$ cat src/rtl/wbh_reset_seq_if.sv
// Bus bundle for the reset sequencer: configuration/request inputs and the
// reset, clock-gating and status outputs.
interface wbh_reset_seq_if #(
  parameter int NUM_RST = 4
);
  logic               cfg_fast_sim;
  logic               soft_boot_req;
  logic [NUM_RST-1:0] cfg_rst_mask;
  logic               p_reset_n;
  logic [NUM_RST-1:0] s_reset_n;
  logic               clk_enb;
  logic               force_refclk;
  logic               soft_reboot;
  logic               seq_busy;
  logic [7:0]         boot_cnt;

  modport master (
    output cfg_fast_sim, soft_boot_req, cfg_rst_mask,
    input  p_reset_n, s_reset_n, clk_enb, force_refclk, soft_reboot,
           seq_busy, boot_cnt
  );

  modport slave (
    input  cfg_fast_sim, soft_boot_req, cfg_rst_mask,
    output p_reset_n, s_reset_n, clk_enb, force_refclk, soft_reboot,
           seq_busy, boot_cnt
  );
endinterface

$ cat src/rtl/wbh_reset_seq.sv
// Power-up and soft-reboot reset sequencer: walks clock enable, power-on
// reset, reference-clock release and per-domain soft resets in fixed steps.
module wbh_reset_seq #(
  parameter int NUM_RST        = 4,
  parameter int CNT_W          = 16,
  parameter int PWRUP_CNT      = 60000,
  parameter int PWRUP_CNT_FAST = 100,
  parameter int STEP_CNT       = 15
) (
  input  logic           clk,
  input  logic           e_reset_n,
  wbh_reset_seq_if.slave bus
);

  localparam int IDX_W = (NUM_RST > 1) ? $clog2(NUM_RST) : 1;

  typedef enum logic [2:0] {
    PWR_UP,
    CLK_ENB,
    POR_REL,
    FORCE_REL,
    SRST_REL,
    IDLE,
    RB_CLK_OFF,
    RB_ASSERT
  } state_e;

  state_e             state_q;
  logic [CNT_W-1:0]   cnt_q;
  logic [IDX_W-1:0]   idx_q;
  logic               pend_q;
  logic [2:0]         sync_q;
  logic               p_reset_n_q;
  logic [NUM_RST-1:0] s_reset_n_q;
  logic               clk_enb_q;
  logic               force_refclk_q;
  logic               soft_reboot_q;
  logic               seq_busy_q;
  logic [7:0]         boot_cnt_q;

  logic req_rise;
  logic step_done;
  logic pwr_done;

  // sync_q[1] is the synchronised request, sync_q[2] its previous value
  assign req_rise  = sync_q[1] & ~sync_q[2];
  assign step_done = (cnt_q == CNT_W'(STEP_CNT));
  assign pwr_done  = bus.cfg_fast_sim ? (cnt_q == CNT_W'(PWRUP_CNT_FAST))
                                      : (cnt_q == CNT_W'(PWRUP_CNT));

  always_ff @(posedge clk or negedge e_reset_n) begin
    if (!e_reset_n) begin
      state_q        <= PWR_UP;
      cnt_q          <= '0;
      idx_q          <= '0;
      pend_q         <= 1'b0;
      sync_q         <= '0;
      p_reset_n_q    <= 1'b0;
      s_reset_n_q    <= '0;
      clk_enb_q      <= 1'b0;
      force_refclk_q <= 1'b1;
      soft_reboot_q  <= 1'b0;
      seq_busy_q     <= 1'b1;
      boot_cnt_q     <= '0;
    end else begin
      sync_q <= {sync_q[1:0], bus.soft_boot_req};
      cnt_q  <= cnt_q + CNT_W'(1);
      if (req_rise && (state_q != IDLE)) pend_q <= 1'b1;

      case (state_q)
        PWR_UP: if (pwr_done) begin
          state_q <= CLK_ENB;
          cnt_q   <= '0;
        end
        CLK_ENB: if (step_done) begin
          clk_enb_q <= 1'b1;
          state_q   <= POR_REL;
          cnt_q     <= '0;
        end
        POR_REL: if (step_done) begin
          p_reset_n_q <= 1'b1;
          state_q     <= FORCE_REL;
          cnt_q       <= '0;
        end
        FORCE_REL: if (step_done) begin
          force_refclk_q <= 1'b0;
          idx_q          <= '0;
          state_q        <= SRST_REL;
          cnt_q          <= '0;
        end
        SRST_REL: if (step_done) begin
          s_reset_n_q[idx_q] <= 1'b1;
          cnt_q              <= '0;
          if (idx_q == IDX_W'(NUM_RST - 1)) begin
            idx_q      <= '0;
            state_q    <= IDLE;
            seq_busy_q <= 1'b0;
          end else begin
            idx_q <= idx_q + IDX_W'(1);
          end
        end
        IDLE: begin
          cnt_q <= '0;
          if (pend_q || req_rise) begin
            pend_q         <= 1'b0;
            state_q        <= RB_CLK_OFF;
            clk_enb_q      <= 1'b0;
            force_refclk_q <= 1'b1;
            soft_reboot_q  <= 1'b1;
            seq_busy_q     <= 1'b1;
            if (boot_cnt_q != 8'hFF) boot_cnt_q <= boot_cnt_q + 8'd1;
          end
        end
        RB_CLK_OFF: if (step_done) begin
          state_q <= RB_ASSERT;
          cnt_q   <= '0;
        end
        // Mask is sampled only here; clocks come back together with the resets.
        RB_ASSERT: if (step_done) begin
          s_reset_n_q <= s_reset_n_q & ~bus.cfg_rst_mask;
          clk_enb_q   <= 1'b1;
          state_q     <= FORCE_REL;
          cnt_q       <= '0;
        end
        default: begin
          state_q    <= PWR_UP;
          cnt_q      <= '0;
          seq_busy_q <= 1'b1;
        end
      endcase
    end
  end

  assign bus.p_reset_n    = p_reset_n_q;
  assign bus.s_reset_n    = s_reset_n_q;
  assign bus.clk_enb      = clk_enb_q;
  assign bus.force_refclk = force_refclk_q;
  assign bus.soft_reboot  = soft_reboot_q;
  assign bus.seq_busy     = seq_busy_q;
  assign bus.boot_cnt     = boot_cnt_q;

endmodule

$ cat src/flat_wrapper.sv
// flat-port wrapper written by rule: the top's interface ports become plain ports
module wbh_reset_seq_flat 
#(
  parameter int NUM_RST        = 4,
  parameter int CNT_W          = 16,
  parameter int PWRUP_CNT      = 60000,
  parameter int PWRUP_CNT_FAST = 100,
  parameter int STEP_CNT       = 15
)
  (clk, e_reset_n, bus_cfg_fast_sim, bus_soft_boot_req, bus_cfg_rst_mask, bus_p_reset_n, bus_s_reset_n, bus_clk_enb, bus_force_refclk, bus_soft_reboot, bus_seq_busy, bus_boot_cnt);
  wbh_reset_seq_if #(.NUM_RST(NUM_RST)) bus_i ();
  input  logic clk;
  input  logic e_reset_n;
  input wire logic [$bits(bus_i.cfg_fast_sim)-1:0] bus_cfg_fast_sim;
  input wire logic [$bits(bus_i.soft_boot_req)-1:0] bus_soft_boot_req;
  input wire logic [$bits(bus_i.cfg_rst_mask)-1:0] bus_cfg_rst_mask;
  output wire logic [$bits(bus_i.p_reset_n)-1:0] bus_p_reset_n;
  output wire logic [$bits(bus_i.s_reset_n)-1:0] bus_s_reset_n;
  output wire logic [$bits(bus_i.clk_enb)-1:0] bus_clk_enb;
  output wire logic [$bits(bus_i.force_refclk)-1:0] bus_force_refclk;
  output wire logic [$bits(bus_i.soft_reboot)-1:0] bus_soft_reboot;
  output wire logic [$bits(bus_i.seq_busy)-1:0] bus_seq_busy;
  output wire logic [$bits(bus_i.boot_cnt)-1:0] bus_boot_cnt;
  assign bus_i.cfg_fast_sim = bus_cfg_fast_sim;
  assign bus_i.soft_boot_req = bus_soft_boot_req;
  assign bus_i.cfg_rst_mask = bus_cfg_rst_mask;
  assign bus_p_reset_n = bus_i.p_reset_n;
  assign bus_s_reset_n = bus_i.s_reset_n;
  assign bus_clk_enb = bus_i.clk_enb;
  assign bus_force_refclk = bus_i.force_refclk;
  assign bus_soft_reboot = bus_i.soft_reboot;
  assign bus_seq_busy = bus_i.seq_busy;
  assign bus_boot_cnt = bus_i.boot_cnt;
  wbh_reset_seq #(.NUM_RST(NUM_RST), .CNT_W(CNT_W), .PWRUP_CNT(PWRUP_CNT), .PWRUP_CNT_FAST(PWRUP_CNT_FAST), .STEP_CNT(STEP_CNT)) u_core (.clk(clk), .e_reset_n(e_reset_n), .bus(bus_i));
endmodule
$ cat config.mk
export PLATFORM = sky130hd
export DESIGN_NAME = wbh_reset_seq_flat
export DESIGN_NICKNAME = d
export VERILOG_FILES = /design/src/rtl/wbh_reset_seq_if.sv /design/src/rtl/wbh_reset_seq.sv /design/src/flat_wrapper.sv
export SDC_FILE = /design/constraint.sdc
export NUM_CORES = 1
export LEC_CHECK = 0
export CELL_PAD_IN_SITES_DETAIL_PLACEMENT = 1
export CELL_PAD_IN_SITES_GLOBAL_PLACEMENT = 1
export CORE_ASPECT_RATIO = 1.5
export CORE_MARGIN = 5
export CORE_UTILIZATION = 46
export DETAILED_ROUTE_END_ITERATION = 16
export PLACE_DENSITY_LB_ADDON = 0.1
export SYNTH_ARGS = -nofsm -noshare
export SYNTH_HDL_FRONTEND = slang
export SYNTH_SLANG_ARGS = --single-unit
$ cat constraint.sdc
create_clock -name clk -period 5 [get_ports clk]
set_input_delay 0.75 -clock clk [delete_from_list [all_inputs] [get_ports clk]]
set_output_delay 0.75 -clock clk [all_outputs]
set_load 0.02 [all_outputs]
* Word-level counts from Yosys, hierarchy flattened
Index checks and enable logic that the tools add are counted.
** Storage, ports and cells
- Bits in registers :: 42
- Input port bits :: 8
- Output and inout bits :: 17
- Word-level logic and storage cells :: 100
** Cells by class
- Add/subtract/negate cells :: 3
- $lt $le $gt $ge :: 2
- Equal/unequal tests :: 23
- Muxes and demuxes :: 34
- Bitwise gates (word level) :: 5
- Reductions and logical operators :: 21
** Operators by type and width (count)
- $pmux 16 s3 :: 1
- $mux 16 :: 2
- $mux 3 :: 8
- $pmux 3 s7 :: 1
- $ne 2x1->1 const B :: 10
- $add 16x1->16 const B :: 1
- $eq 16x16->1 const B :: 1
- $eq 16x4->1 const B :: 1
- $eq 16x7->1 const B :: 1
- $reduce_and 3->1 :: 5
- $eq 3x3->1 const B :: 4
- $mux 1 :: 11
- $reduce_bool 2->1 :: 5
- $add 8x1->8 const B :: 1
- $mux 4 :: 2
- $ne 8x8->1 const B :: 1
- $pmux 4 s2 :: 1
- $reduce_and 8->1 :: 1
- $eq 3x2->1 const B :: 2
- $mux 2 :: 3
- $pmux 1 s2 :: 3
- $reduce_or 6->1 :: 1
- $and 4x4->4 :: 1
- $not 4->4 :: 1
- other kinds (17) :: 20

* Longest topological paths before layout
Gate-level depths: netlist of the first run.
- Depth after elaboration :: 7
- Mapped depth :: 8
- Gate-level depth less buffers :: 7

* Least setup slack after synthesis of the first run
OpenSTA, ideal clock, no wires.
- Path kind :: reg-to-reg
- From :: register u_core.cnt_q[12]
- To :: register u_core.state_q[0]
- Setup time :: 0.119 ns
- Arrival :: 1.777 ns
- Data required time :: 4.881 ns
- Setup slack :: 3.104 ns
- Stages on the path, launching flop included :: 7
- Path buffers :: 1
- Period minus slack after synthesis :: 1.896 ns
- Cells stage by stage :: dfrtp_1 or4_4 nor4b_4 and2_2 buf_6 a22oi_1 o21a_1
** On the way
- Longest elaborated chain between the ends :: 4
- Elaborated cells on any way between the ends :: 11
- Classes of those cells :: eq/ne (9); mux (1); reduce/logical (1)
** RTL lines
- start: declaration :: RTL line wbh_reset_seq.sv:29 : logic [CNT_W-1:0] cnt_q;
- start signal: assignment :: RTL line wbh_reset_seq.sv:67 : cnt_q <= cnt_q + CNT_W'(1);
- $eq 16x16->1 or $eq 16x7->1 (tied branches) :: RTL line wbh_reset_seq.sv:49, wbh_reset_seq.sv:48
- $mux 1 :: RTL line wbh_reset_seq.sv:48 : assign pwr_done = bus.cfg_fast_sim ? (cnt_q == CNT_W'(PWRUP_CNT_FAST))
- $ne 2x1->1 (no source line)
- $reduce_and 8->1 (no source line) *
- end signal: assignment :: RTL line wbh_reset_seq.sv:53 : state_q <= PWR_UP;
- end signal: assignment :: RTL line wbh_reset_seq.sv:72 : state_q <= CLK_ENB;
- end signal: assignment :: RTL line wbh_reset_seq.sv:77 : state_q <= POR_REL;
- end: declaration :: RTL line wbh_reset_seq.sv:28 : state_e state_q;
Every way passes the cells marked *; elsewhere a longest branch is shown, timed or not.
A chain may end at the register's enable or synchronous reset.

* Final worst setup path of the first run
- From :: register u_core.cnt_q[12]
- To :: register u_core.cnt_q[14]
** On the way
- Longest elaborated chain between the ends :: 4
- Elaborated cells on any way between the ends :: 8
- Classes of those cells :: add/sub (1); eq/ne (3); mux (4)
** RTL lines
- branches (longest 3 deep; another with $add 16x1->16)
- $pmux 16 s3 * :: RTL line wbh_reset_seq.sv:70 : case (state_q)
Mark *: on every way between the ends.

==> load_flow_metrics.sql, run 1 <==
INSERT INTO impl_metrics (metric_group, metric, value, unit) VALUES
('status', 'outcome', 'finished, final reports clean', ''),
('critical_path', 'timing.critical_path.buf_inv', '0', ''),
('pwr', 'power_frac_comb', '2.0', '%'),
('logic_synthesis', 'synth_seq_area_share', '50.5', '%'),
('sta', 'layout_min_cycle_time', '2.32', 'ns'),
('routing', 'wl', '4.89', 'mm'),
('logic_synthesis', 'async_set_or_reset_register_ratio_after_synthesis', '100', '%'),
('sta', 'setup_tns', '0', 'ns'),
('critical_path', 'largest_stage_delay_on_the_critical_path', '0.56', 'ns'),
('routing', 'route.detailed.drc', '0', ''),
('job', 'maxCapViolCount', '0', ''),
('cells_and_area', 'flow.area_growth_from_synthesis', '17.5', '%'),
('cells_and_area', 'fin_cells', '278', ''),
('clock_tree', 'insertion_delay', '0.30', 'ns'),
('floorplan', 'die-width', '65.0', 'um'),
('routing', 'detailedRoute.firstPassIterationCount', '4', ''),
('logic_synthesis', 'synth-edff-count', '0', ''),
('critical_path', 'cpMaxStageDelayCell', 'sky130_fd_sc_hd__or4_4', ''),
('clock_tree', 'cts_root_buffer', 'sky130_fd_sc_hd__clkbuf_8', ''),
('clock_tree', 'clockBufferDepth', '2', ''),
('logic_synthesis', 'post_synth_inst_count', '204', ''),
('pwr', 'leakage', '1.11', 'nW'),
('grt', 'vias_in_the_first_global_route', '1775', ''),
('floorplan', 'dieArea', '6010', 'um^2'),
('clock_tree', 'cts_hold_buffers', '0', ''),
('clock_tree', 'tritoncts.num_buffers', '5', ''),
('critical_path', 'endpoint_kind', 'flip-flop', ''),
('critical_path', 'critical_path_arrival', '2.48', 'ns'),
('floorplan', 'i_o_pin_count', '25', ''),
('floorplan', 'fp.coreArea', '4470', 'um^2'),
('grt', 'grt_antenna_before_repair', '0', ''),
('sta', 'post-route-period-util', '46.4', '%'),
('pwr', 'report.power.total', '621', 'uW'),
('critical_path', 'critical_path_class', 'reg -> reg', ''),
('clock_tree', 'clock-sinks', '42', ''),
('critical_path', 'cp-start-kind', 'flip-flop', ''),
('routing', 'ant_nets', '0', ''),
('clock_tree', 'cts.repair_timing.setup_buffer_count', '0', ''),
('grt', 'grt_pass1_wl', '8.45', 'mm'),
('routing', 'routedLengthMet1', '1.88', 'mm'),
('floorplan', 'fp.dieH', '92.5', 'um'),
('pwr', 'peakVddDrop', '0.194', 'mV'),
('sta', 'final-max-slew-violation-count', '0', ''),
('pwr', 'power-per-cell-area', '253', 'nW/um^2'),
('floorplan', 'row_count', '30', ''),
('routing', 'vias', '1615', ''),
('sta', 'worstMarginPinSlew', '0.949', 'ns'),
('sta', 'hold_fails_final_rpt', '0', ''),
('floorplan', 'initial_core_util', '46.7', '%'),
('place', 'placed_cells', '270', ''),
('logic_synthesis', 'synth-warning-count', '0', ''),
('routing', 'top_layer_used', 'met4', ''),
('logic_synthesis', 'synth_xor_xnor_area_share', '9.24', '%'),
('sta', 'setup_viol_count_final', '0', ''),
('place', 'dpl-instance-area', '2340', 'um^2'),
('logic_synthesis', 'ys_ff_latch', '42', ''),
('logic_synthesis', 'synth-adder-area-share', '4.20', '%'),
('min_path', 'holdCritPathClass', 'reg -> reg', ''),
('routing', 'met2WireLength', '2.76', 'mm'),
('pwr', 'total_switching_power', '128', 'uW'),
('logic_synthesis', 'netlist.area_leader.share', '48.0', '%'),
('pwr', 'power_switching_share', '20.7', '%'),
('logic_synthesis', 'synth_cell_types', '44', ''),
('logic_synthesis', 'yosys_most_used_dff', 'sky130_fd_sc_hd__dfrtp_1', ''),
('logic_synthesis', 'synth_top_family_by_area', 'simple AND/OR/NAND/NOR gates', ''),
('logic_synthesis', 'synthTopCellsByArea', 'sky130_fd_sc_hd__dfrtp_1 (48%), sky130_fd_sc_hd__xnor2_1 (4.6%), sky130_fd_sc_hd__xor2_1 (4.6%)', ''),
('clock_tree', 'number_of_resized_instances_in_the_post_cts_repair_step', '0', ''),
('clock_tree', 'h-tree-depth', '2', ''),
('clock_tree', 'cts_tree', 'yes', ''),
('grt', 'largest_net_degree_at_the_start_of_global_routing', '43', ''),
('cells_and_area', 'fill_cells', '511', '');
## routing by layer
metal | vias to the layer above | GRT usage, %
met1 | 820 | 19.6
met2 | 24 | 33.3
li1 | 762 | -
met3 | 9 | 4.00
met4 | 0 | 7.58
met5 | - | 0
## flip-flops by register name, summed over array words and instances, names as in the netlist
register	count
u_core.bus.seq_busy	1
u_core.cnt_q	16
u_core.bus.soft_reboot	1
u_core.pend_q	1
u_core.state_q	3
u_core.sync_q	3
u_core.bus.s_reset_n	4
u_core.bus.p_reset_n	1
u_core.idx_q	2
u_core.bus.clk_enb	1
u_core.bus.boot_cnt	8
u_core.bus.force_refclk	1
## power by group through the flow
stage | combinational [mW] | sequential, mW | clock, mW
finish | 0.0125 | 0.341 | 0.267
CTS | 0.0130 | 0.341 | 0.276
detailed placement | 0.0130 | 0.348 | 0
global route | 0.0142 | 0.341 | 0.292
global placement | 0.0123 | 0.348 | 0
floorplan | 0.000611 | 0.348 | 0
## per-stage QoR
stage	setup slack, ns	util [%]	hold slack [ns]
after CTS	2.63	54.9	0.356
after global placement	2.69	52.4	0.335
after floorplan	3.10	-	0.331
after global routing	2.46	54.9	0.375
final	2.68	54.9	0.352
after detailed placement	2.58	52.4	0.338
## cell families after synthesis
family	after synthesis
DFF	42
buffers and inverters	15
AOI/OAI and AO/OA	35
muxes	1
and+or+nand+nor	82
xor gates and xnor gates	22
adders and majority gates	7
## path summary, 6_finish.rpt
kind | start | endpoint | slack, ns | cells past startpoint
worst max-delay path | u_core.cnt_q[12] | u_core.cnt_q[14] | 2.68 | 5
worst min-delay path | u_core.sync_q[0] | u_core.sync_q[1] | 0.35 | 0
worst min register to register | u_core.sync_q[0] | u_core.sync_q[1] | 0.35 | 0
max in group asynchronous | e_reset_n | u_core.bus.boot_cnt[6] | 3.81 | 1
min in group asynchronous | e_reset_n | u_core.bus.s_reset_n[2] | 0.60 | 1
worst max register to register | u_core.cnt_q[12] | u_core.cnt_q[14] | 2.68 | 5
## cell usage after synthesis (all sizes together), types with 2 or more instances
| master | number |
|---|---|
| clkbuf | 3 |
| o31ai | 2 |
| nor2b | 2 |
| a31oi | 7 |
| nand2b | 3 |
| nor3 | 5 |
| a22oi | 2 |
| a21oi | 7 |
| nand2 | 15 |
| nand4 | 8 |
| and2 | 2 |
| nand3 | 8 |
| xnor2 | 11 |
| nor2 | 25 |
| and3 | 5 |
| o21ai | 8 |
| inv | 9 |
| buf | 3 |
| dfrtp | 40 |
| a21o | 2 |
| ha | 7 |
| xor2 | 11 |
| nor4b | 2 |
| dfstp | 2 |
| nor4 | 2 |
## worst reg2reg max path, stage by stage, from the launching register on
cell and delay (ns):
sky130_fd_sc_hd__dfrtp_1 0.42, sky130_fd_sc_hd__or4_4 0.56, sky130_fd_sc_hd__nor4_1 0.39, sky130_fd_sc_hd__o21ai_1 0.21, sky130_fd_sc_hd__a22oi_4 0.49, sky130_fd_sc_hd__nor2_1 0.12
## area by class of cell
class,count,area [um^2],share of cell area (%)
timing repair buffer,24,235,9.60
multi-input combinational,147,960,39.2
clock inverter,3,40.0,1.63
tap,48,60.1,2.45
inverter,9,33.8,1.38
clock buffer,5,68.8,2.81
sequential,42,1050,43.0
## placed cells by master, fill, tap and decap left out, drive strengths merged, types with 8 or more instances in the layout
cell	Yosys	final
nor2	25	25
clkdlybuf4s50	0	23
xor2	11	11
nand3	8	8
nand4	8	8
xnor2	11	11
o21ai	8	8
nand2	15	15
dfrtp	40	40
inv	9	9
No activity file was read; power rests on OpenSTA's default activity.
==> inputs of run 2 (changes only) <==
--- a/config.mk
+++ b/config.mk
@@ -9,7 +9,7 @@
 export CELL_PAD_IN_SITES_GLOBAL_PLACEMENT = 1
 export CORE_ASPECT_RATIO = 1.5
 export CORE_MARGIN = 5
-export CORE_UTILIZATION = 46
+export CORE_UTILIZATION = 43
 export DETAILED_ROUTE_END_ITERATION = 16
 export PLACE_DENSITY_LB_ADDON = 0.1
 export SYNTH_ARGS = -nofsm -noshare
==> constraint.sdc (replaced) <==
create_clock -name clk -period 2.2 [get_ports clk]
set_input_delay 0.33 -clock clk [delete_from_list [all_inputs] [get_ports clk]]
set_output_delay 0.33 -clock clk [all_outputs]
set_load 0.02 [all_outputs]
==> run 2 against run 1 <==
Net effect: routed wire length shrank 2.8%; die area is 6.1% higher; power grew 130%; sequential share of layout area fell by 1.9 points; largest cell class unchanged; largest power group unchanged.
==> load_flow_metrics.sql, run 2 (synthesized netlist as in run 1, its figures left out) <==
INSERT INTO impl_metrics (metric_group, metric, value, unit) VALUES
('status', 'outcome', 'finished, final reports clean', ''),
('critical_path', 'timing.rr.start', 'u_core.cnt_q[12]', ''),
('cells_and_area', 'sequential_cell_area', '1050', 'um^2'),
('floorplan', 'initial_core_util', '43.7', '%'),
('clock_tree', 'cts_root_buffer', 'sky130_fd_sc_hd__clkbuf_8', ''),
('pwr', 'peakVddDrop', '0.402', 'mV'),
('job', 'maxCapViolCount', '0', ''),
('critical_path', 'timing.critical_path.fanout_max', '12', ''),
('routing', 'ant_nets', '0', ''),
('sta', 'worstMarginPinSlew', '0.538', 'ns'),
('pwr', 'power-per-cell-area', '556', 'nW/um^2'),
('floorplan', 'dieArea', '6370', 'um^2'),
('critical_path', 'critical_path_arrival', '2.24', 'ns'),
('cells_and_area', 'most_frequent_cells_in_the_layout', 'sky130_fd_sc_hd__dfrtp_1 (40), sky130_fd_sc_hd__nor2_1 (25), sky130_fd_sc_hd__clkdlybuf4s50_1 (23), sky130_fd_sc_hd__nand2_1 (14)', ''),
('critical_path', 'setup.worst_path.end', 'u_core.idx_q[1]', ''),
('sta', 'hold_fails_final_rpt', '0', ''),
('sta', 'final-max-slew-violation-count', '0', ''),
('routing', 'detailedRoute.firstPassIterationCount', '4', ''),
('sta', 'setup_viol_count_final', '0', ''),
('critical_path', 'endpoint_kind', 'flip-flop', ''),
('critical_path', 'cpMaxStageDelayCell', 'sky130_fd_sc_hd__or4_4', ''),
('floorplan', 'die-width', '66.9', 'um'),
('clock_tree', 'clockBufferDepth', '2', ''),
('sta', 'rsz_0062_raised_after_global_routing', 'no', ''),
('place', 'dp.final_hpwl', '3.61', 'mm'),
('sta', 'timing.max_slew.rel_slack', '63.8', '%'),
('grt', 'grt_antenna_before_repair', '0', ''),
('place', 'dpl-instance-area', '2440', 'um^2'),
('grt', 'vias_in_the_first_global_route', '1741', ''),
('floorplan', 'row_count', '31', ''),
('critical_path', 'timing.rr.end', 'u_core.idx_q[1]', ''),
('sta', 'post-route-period-util', '93.1', '%'),
('sta', 'setup_tns', '0', 'ns'),
('pwr', 'total_switching_power', '301', 'uW'),
('grt', 'grt_pass1_wl', '8.22', 'mm'),
('cells_and_area', 'fin_cells', '305', ''),
('routing', 'vias', '1623', ''),
('grt', 'globalRouteTotalUtil', '16.9', '%'),
('cells_and_area', 'antennaDiodeCount', '0', ''),
('cells_and_area', 'fill_cells', '561', ''),
('min_path', 'worst_hold_path.num_cells', '0', ''),
('pwr', 'report.power.total', '1.43', 'mW'),
('pwr', 'internal_power', '1.12', 'mW'),
('critical_path', 'critical_path_class', 'reg -> reg', ''),
('clock_tree', 'cts.repair_timing.setup_buffer_count', '0', ''),
('routing', 'avgViaCountPerCell', '5.32', ''),
('sta', 'hold_ws', '0.354', 'ns'),
('clock_tree', 'path_clk_slew', '0.09', 'ns'),
('grt', 'total_grt_overflow', '0', ''),
('sta', 'clock.fmax', '488', 'MHz'),
('critical_path', 'worstSetupStartpoint', 'u_core.cnt_q[12]', ''),
('cells_and_area', 'registers.top_by_ff_count', 'u_core.cnt_q', ''),
('floorplan', 'i_o_pin_count', '25', ''),
('critical_path', 'cp-start-kind', 'flip-flop', ''),
('place', 'numPortBuffers', '24', ''),
('pwr', 'power_frac_clock', '43.4', '%'),
('place', 'gp_congestion', '0.790', ''),
('sta', 'finClkSkew', '0.00914', 'ns'),
('routing', 'drt_iter0_drc', '43', ''),
('floorplan', 'fp.coreArea', '4770', 'um^2'),
('critical_path', 'timing.critical_path.cells', 'or4_4 -> nor4b_4 -> and2_4 -> nand3_1 -> o221a_2', ''),
('sta', 'layout_min_cycle_time', '2.05', 'ns'),
('clock_tree', 'cts_tree', 'yes', ''),
('pwr', 'leakage', '1.16', 'nW'),
('clock_tree', 'h-tree-depth', '2', ''),
('pwr', 'seqPwrFrac', '54.4', '%'),
('critical_path', 'rr_worst_depth', '5', ''),
('routing', 'wl_per_cell', '15.6', 'um'),
('pwr', 'power_switching_share', '21.1', '%'),
('floorplan', 'fp.dieH', '95.3', 'um'),
('critical_path', 'critPathRequiredTime', '2.39', 'ns'),
('cells_and_area', 'layout.nets', '253', ''),
('cells_and_area', 'largest_register_ff_count', '16', ''),
('critical_path', 'r2r_setup_slack', '0.15', 'ns'),
('cells_and_area', 'final_design_area_no_fill', '2560', 'um^2'),
('cells_and_area', 'multi_input_area', '961', 'um^2'),
('clock_tree', 'insertion_delay', '0.30', 'ns'),
('clock_tree', 'tritoncts.num_buffers', '5', ''),
('cells_and_area', 'layout_commonest_cell', 'sky130_fd_sc_hd__dfrtp_1', ''),
('cells_and_area', 'flow.area_growth_from_synthesis', '22.9', '%'),
('cells_and_area', 'fraction_of_final_layout_cells_with_drive_strength_greater_than_1', '11.7', '%'),
('critical_path', 'largest_stage_delay_on_the_critical_path', '0.54', 'ns'),
('pwr', 'power_frac_comb', '2.2', '%'),
('routing', 'route.detailed.drc', '0', ''),
('clock_tree', 'clock-sinks', '42', ''),
('min_path', 'holdCritPathClass', 'reg -> reg', ''),
('routing', 'wl', '4.75', 'mm'),
('grt', 'largest_net_degree_at_the_start_of_global_routing', '27', ''),
('place', 'placed_cells', '296', '');
-- run 2: changes by cell type in the layout (fill, tap and decap cells not counted) --
cell                            before  now
sky130_fd_sc_hd__and2_2              1    0
sky130_fd_sc_hd__and2_4              0    1
sky130_fd_sc_hd__buf_12              0    1
sky130_fd_sc_hd__buf_4               0    7
sky130_fd_sc_hd__clkinv_2            2    0
sky130_fd_sc_hd__clkinvlp_4          0    2
sky130_fd_sc_hd__dlygate4sd3_1       0    1
-- run 2: final cells by class --
class / count / area share, %
flip-flops and latches: 42 / 41.1
multi-input cells: 147 / 37.5
repair buffers: 33 / 12.4
well taps: 66 / 3.22
clock buffers: 5 / 2.69
clock inverters: 3 / 1.76
inverters: 9 / 1.32
-- run 2: timing repair --
| item | CTS | global route |
|---|---|---|
| hold buffers | 1 | 0 |
| endpoints found under the setup margin | 0 | 1 |
| resized for setup | 0 | 1 |
| endpoints found under the hold margin | 15 | 0 |
-- run 2: worst min path at each step --
| stage | endpoint | from |
|---|---|---|
| after floorplan | u_core.bus.boot_cnt[0] | e_reset_n |
| after global placement | u_core.bus.s_reset_n[2] | e_reset_n |
| after detailed placement | u_core.bus.s_reset_n[2] | e_reset_n |
| after CTS | u_core.sync_q[1] | u_core.sync_q[0] |
| after global routing | u_core.sync_q[1] | u_core.sync_q[0] |
| final | u_core.sync_q[1] | u_core.sync_q[0] |
-- run 2: power groups by stage --
stage	logic, mW	clock network (mW)	registers, mW
floorplan	0.00139	0	0.790
global placement	0.0301	0	0.790
CTS	0.0331	0.652	0.775
global route	0.0356	0.680	0.775
finish	0.0316	0.619	0.775
detailed placement	0.0316	0	0.790
-- run 2: critical path, delay by kind of cell, from the launching register on --
family           cells  cell delay, ns
AO/OA/AOI/OAI        1            0.26
flip-flops           1            0.41
AND/OR/NAND/NOR      4            1.27
-- run 2: per-stage QoR --
| stage | util (%) | setup WS [ns] |
|---|---|---|
| 6_report | 53.7 | 0.152 |
| 5_1_grt | 53.7 | 0.0540 |
| 4_1_cts | 53.7 | 0.0703 |
| 3_5_place_dp | 51.1 | 0.0802 |
| 3_3_place_gp | 51.1 | 0.148 |
| 2_1_floorplan | - | 0.304 |
-- run 2: per-layer routing --
layer / global-route usage [%] / part of all wire, %
met1: 18.1 / 38
met5: 0 / 0
met3: 3.77 / 3.7
met4: 6.43 / 1.6
met2: 31.6 / 57
==> inputs of run 3 (changes only) <==
--- a/config.mk
+++ b/config.mk
@@ -5,7 +5,7 @@
 export SDC_FILE = /design/constraint.sdc
 export NUM_CORES = 1
 export LEC_CHECK = 0
-export CELL_PAD_IN_SITES_DETAIL_PLACEMENT = 1
+export CELL_PAD_IN_SITES_DETAIL_PLACEMENT = 0
 export CELL_PAD_IN_SITES_GLOBAL_PLACEMENT = 1
 export CORE_ASPECT_RATIO = 1.5
 export CORE_MARGIN = 5
==> run 3 against run 2 <==
Net effect: sequential share of layout area is 0.46 points lower; first-iteration DRC count is 37% higher; global-route usage is 1.9 points lower; clock power is 22% higher; utilization is 0.60 points higher; clock skew is 0.0019 ns lower; register-to-register slack better by 0.03 ns; clock-buffer cell count is 1 higher; sequential cell count stayed put; design area is 1.1% higher; combinational power is 3% lower; critical path type unchanged; critical endpoint unchanged.
==> load_flow_metrics.sql, run 3 (synthesized netlist as in run 1, its figures left out) <==
INSERT INTO impl_metrics (metric_group, metric, value, unit) VALUES
('status', 'outcome', 'finished, final reports clean', ''),
('grt', 'largest_net_degree_at_the_start_of_global_routing', '27', ''),
('sta', 'timing.max_slew.rel_slack', '64.9', '%'),
('sta', 'final_critical_path_setup_slack', '0.182', 'ns'),
('routing', 'vias', '1594', ''),
('critical_path', 'critical_path_arrival', '2.21', 'ns'),
('critical_path', 'cp-start-kind', 'flip-flop', ''),
('floorplan', 'i_o_pin_count', '25', ''),
('cells_and_area', 'finalCoreUtilization', '54.3', '%'),
('critical_path', 'endpoint_kind', 'flip-flop', ''),
('clock_tree', 'cts_root_buffer', 'sky130_fd_sc_hd__clkbuf_8', ''),
('floorplan', 'die-width', '66.9', 'um'),
('critical_path', 'timing.critical_path.fanout_max', '12', ''),
('pwr', 'report.power.total', '1.56', 'mW'),
('place', 'dp_slack', '0.107', 'ns'),
('routing', 'avgViaCountPerCell', '5.23', ''),
('routing', 'wl', '4.21', 'mm'),
('clock_tree', 'tritoncts.num_buffers', '5', ''),
('routing', 'detailedRoute.firstPassIterationCount', '4', ''),
('sta', 'worstMarginPinSlew', '0.523', 'ns'),
('cells_and_area', 'antennaDiodeCount', '0', ''),
('grt', 'grt_pass1_wl', '7.27', 'mm'),
('pwr', 'peakVddDrop', '0.315', 'mV'),
('cells_and_area', 'final_design_area_no_fill', '2590', 'um^2'),
('place', 'dpl-instance-area', '2440', 'um^2'),
('job', 'maxCapViolCount', '0', ''),
('clock_tree', 'h-tree-depth', '2', ''),
('critical_path', 'critical_path_class', 'reg -> reg', ''),
('sta', 'clock.fmax', '496', 'MHz'),
('cells_and_area', 'largest_register_ff_count', '16', ''),
('place', 'gp_congestion', '0.790', ''),
('place', 'placed_cells', '296', ''),
('clock_tree', 'clockBufferDepth', '2', ''),
('pwr', 'leakage', '1.18', 'nW'),
('clock_tree', 'path_clk_slew', '0.08', 'ns'),
('cells_and_area', 'flow.area_growth_from_synthesis', '24.2', '%'),
('floorplan', 'initial_core_util', '43.7', '%'),
('cells_and_area', 'fin_cells', '305', ''),
('critical_path', 'r2r_setup_slack', '0.18', 'ns'),
('sta', 'final-max-slew-violation-count', '0', ''),
('place', 'numPortBuffers', '24', ''),
('sta', 'hold_fails_final_rpt', '0', ''),
('sta', 'rsz_0062_raised_after_global_routing', 'no', ''),
('floorplan', 'dieArea', '6370', 'um^2'),
('pwr', 'power-per-cell-area', '603', 'nW/um^2'),
('sta', 'layout_min_cycle_time', '2.02', 'ns'),
('sta', 'post-route-period-util', '91.7', '%'),
('cells_and_area', 'registers.top_by_ff_count', 'u_core.cnt_q', ''),
('floorplan', 'fp.dieH', '95.3', 'um'),
('grt', 'grt_antenna_before_repair', '0', ''),
('floorplan', 'row_count', '31', ''),
('sta', 'finClkSkew', '0.00727', 'ns'),
('min_path', 'holdCritPathClass', 'reg -> reg', ''),
('cells_and_area', 'layout.nets', '253', ''),
('clock_tree', 'cts_tree', 'yes', ''),
('cells_and_area', 'fraction_of_final_layout_cells_with_drive_strength_greater_than_1', '11.7', '%'),
('grt', 'total_grt_overflow', '0', ''),
('critical_path', 'critPathRequiredTime', '2.39', 'ns'),
('sta', 'hold_ws', '0.354', 'ns'),
('sta', 'setup_viol_count_final', '0', ''),
('place', 'dp.final_hpwl', '3.11', 'mm'),
('clock_tree', 'clock-sinks', '42', ''),
('routing', 'ant_nets', '0', ''),
('routing', 'drt_iter0_drc', '59', ''),
('cells_and_area', 'layout_commonest_cell', 'sky130_fd_sc_hd__dfrtp_1', ''),
('cells_and_area', 'most_frequent_cells_in_the_layout', 'sky130_fd_sc_hd__dfrtp_1 (40), sky130_fd_sc_hd__nor2_1 (25), sky130_fd_sc_hd__clkdlybuf4s50_1 (23), sky130_fd_sc_hd__nand2_1 (14)', ''),
('sta', 'setup_tns', '0', 'ns'),
('grt', 'vias_in_the_first_global_route', '1605', ''),
('grt', 'globalRouteTotalUtil', '15.0', '%'),
('routing', 'route.detailed.drc', '0', ''),
('clock_tree', 'insertion_delay', '0.30', 'ns'),
('routing', 'wl_per_cell', '13.8', 'um'),
('floorplan', 'fp.coreArea', '4770', 'um^2');
run 3: final timing paths:
| kind | from | end | cells after the start |
|---|---|---|---|
| worst min register to register | u_core.sync_q[0] | u_core.sync_q[1] | 0 |
| worst min-delay path | u_core.sync_q[0] | u_core.sync_q[1] | 0 |
| worst max-delay path | u_core.cnt_q[12] | u_core.idx_q[1] | 5 |
| min in group asynchronous | e_reset_n | u_core.bus.s_reset_n[2] | 2 |
| max in group asynchronous | e_reset_n | u_core.bus.seq_busy | 3 |
| worst max register to register | u_core.cnt_q[12] | u_core.idx_q[1] | 5 |
run 3: cell type report:
cell class	count	area, um^2
clock buffers	6	82.6
fillers	444	2180
inverters	9	33.8
flip-flops and latches	42	1050
well taps	66	82.6
clock inverters	2	60.1
multi-input cells	147	961
repair buffers	33	318
run 3: worst max-delay path, stage by stage, from the launching register on:
cell and delay, ns:
sky130_fd_sc_hd__dfrtp_1 0.41, sky130_fd_sc_hd__or4_4 0.54, sky130_fd_sc_hd__nor4b_4 0.33, sky130_fd_sc_hd__and2_4 0.27
sky130_fd_sc_hd__nand3_1 0.11, sky130_fd_sc_hd__o221a_2 0.26
run 3: where the power goes:
part	switching, mW	total [mW]	internal [mW]
Combinational	0.0177	0.0305	0.0128
Clock	0.272	0.756	0.484
Sequential	0.000890	0.775	0.774
run 3: layer usage:
| layer | part of all wire (%) | global-route usage [%] | vias to the layer above |
|---|---|---|---|
| met1 | 40 | 16.5 | 780 |
| li1 | - | - | 775 |
| met3 | 4.6 | 3.89 | 8 |
| met5 | 0 | 0 | - |
| met4 | 1.7 | 5.75 | 0 |
| met2 | 54 | 27.2 | 31 |
run 3: repair_timing:
action,in CTS,in global routing
endpoints found under the setup margin,0,1
endpoints found under the hold margin,15,0
hold buffers,1,0
gates resized for setup,0,1
setup buffers,0,0
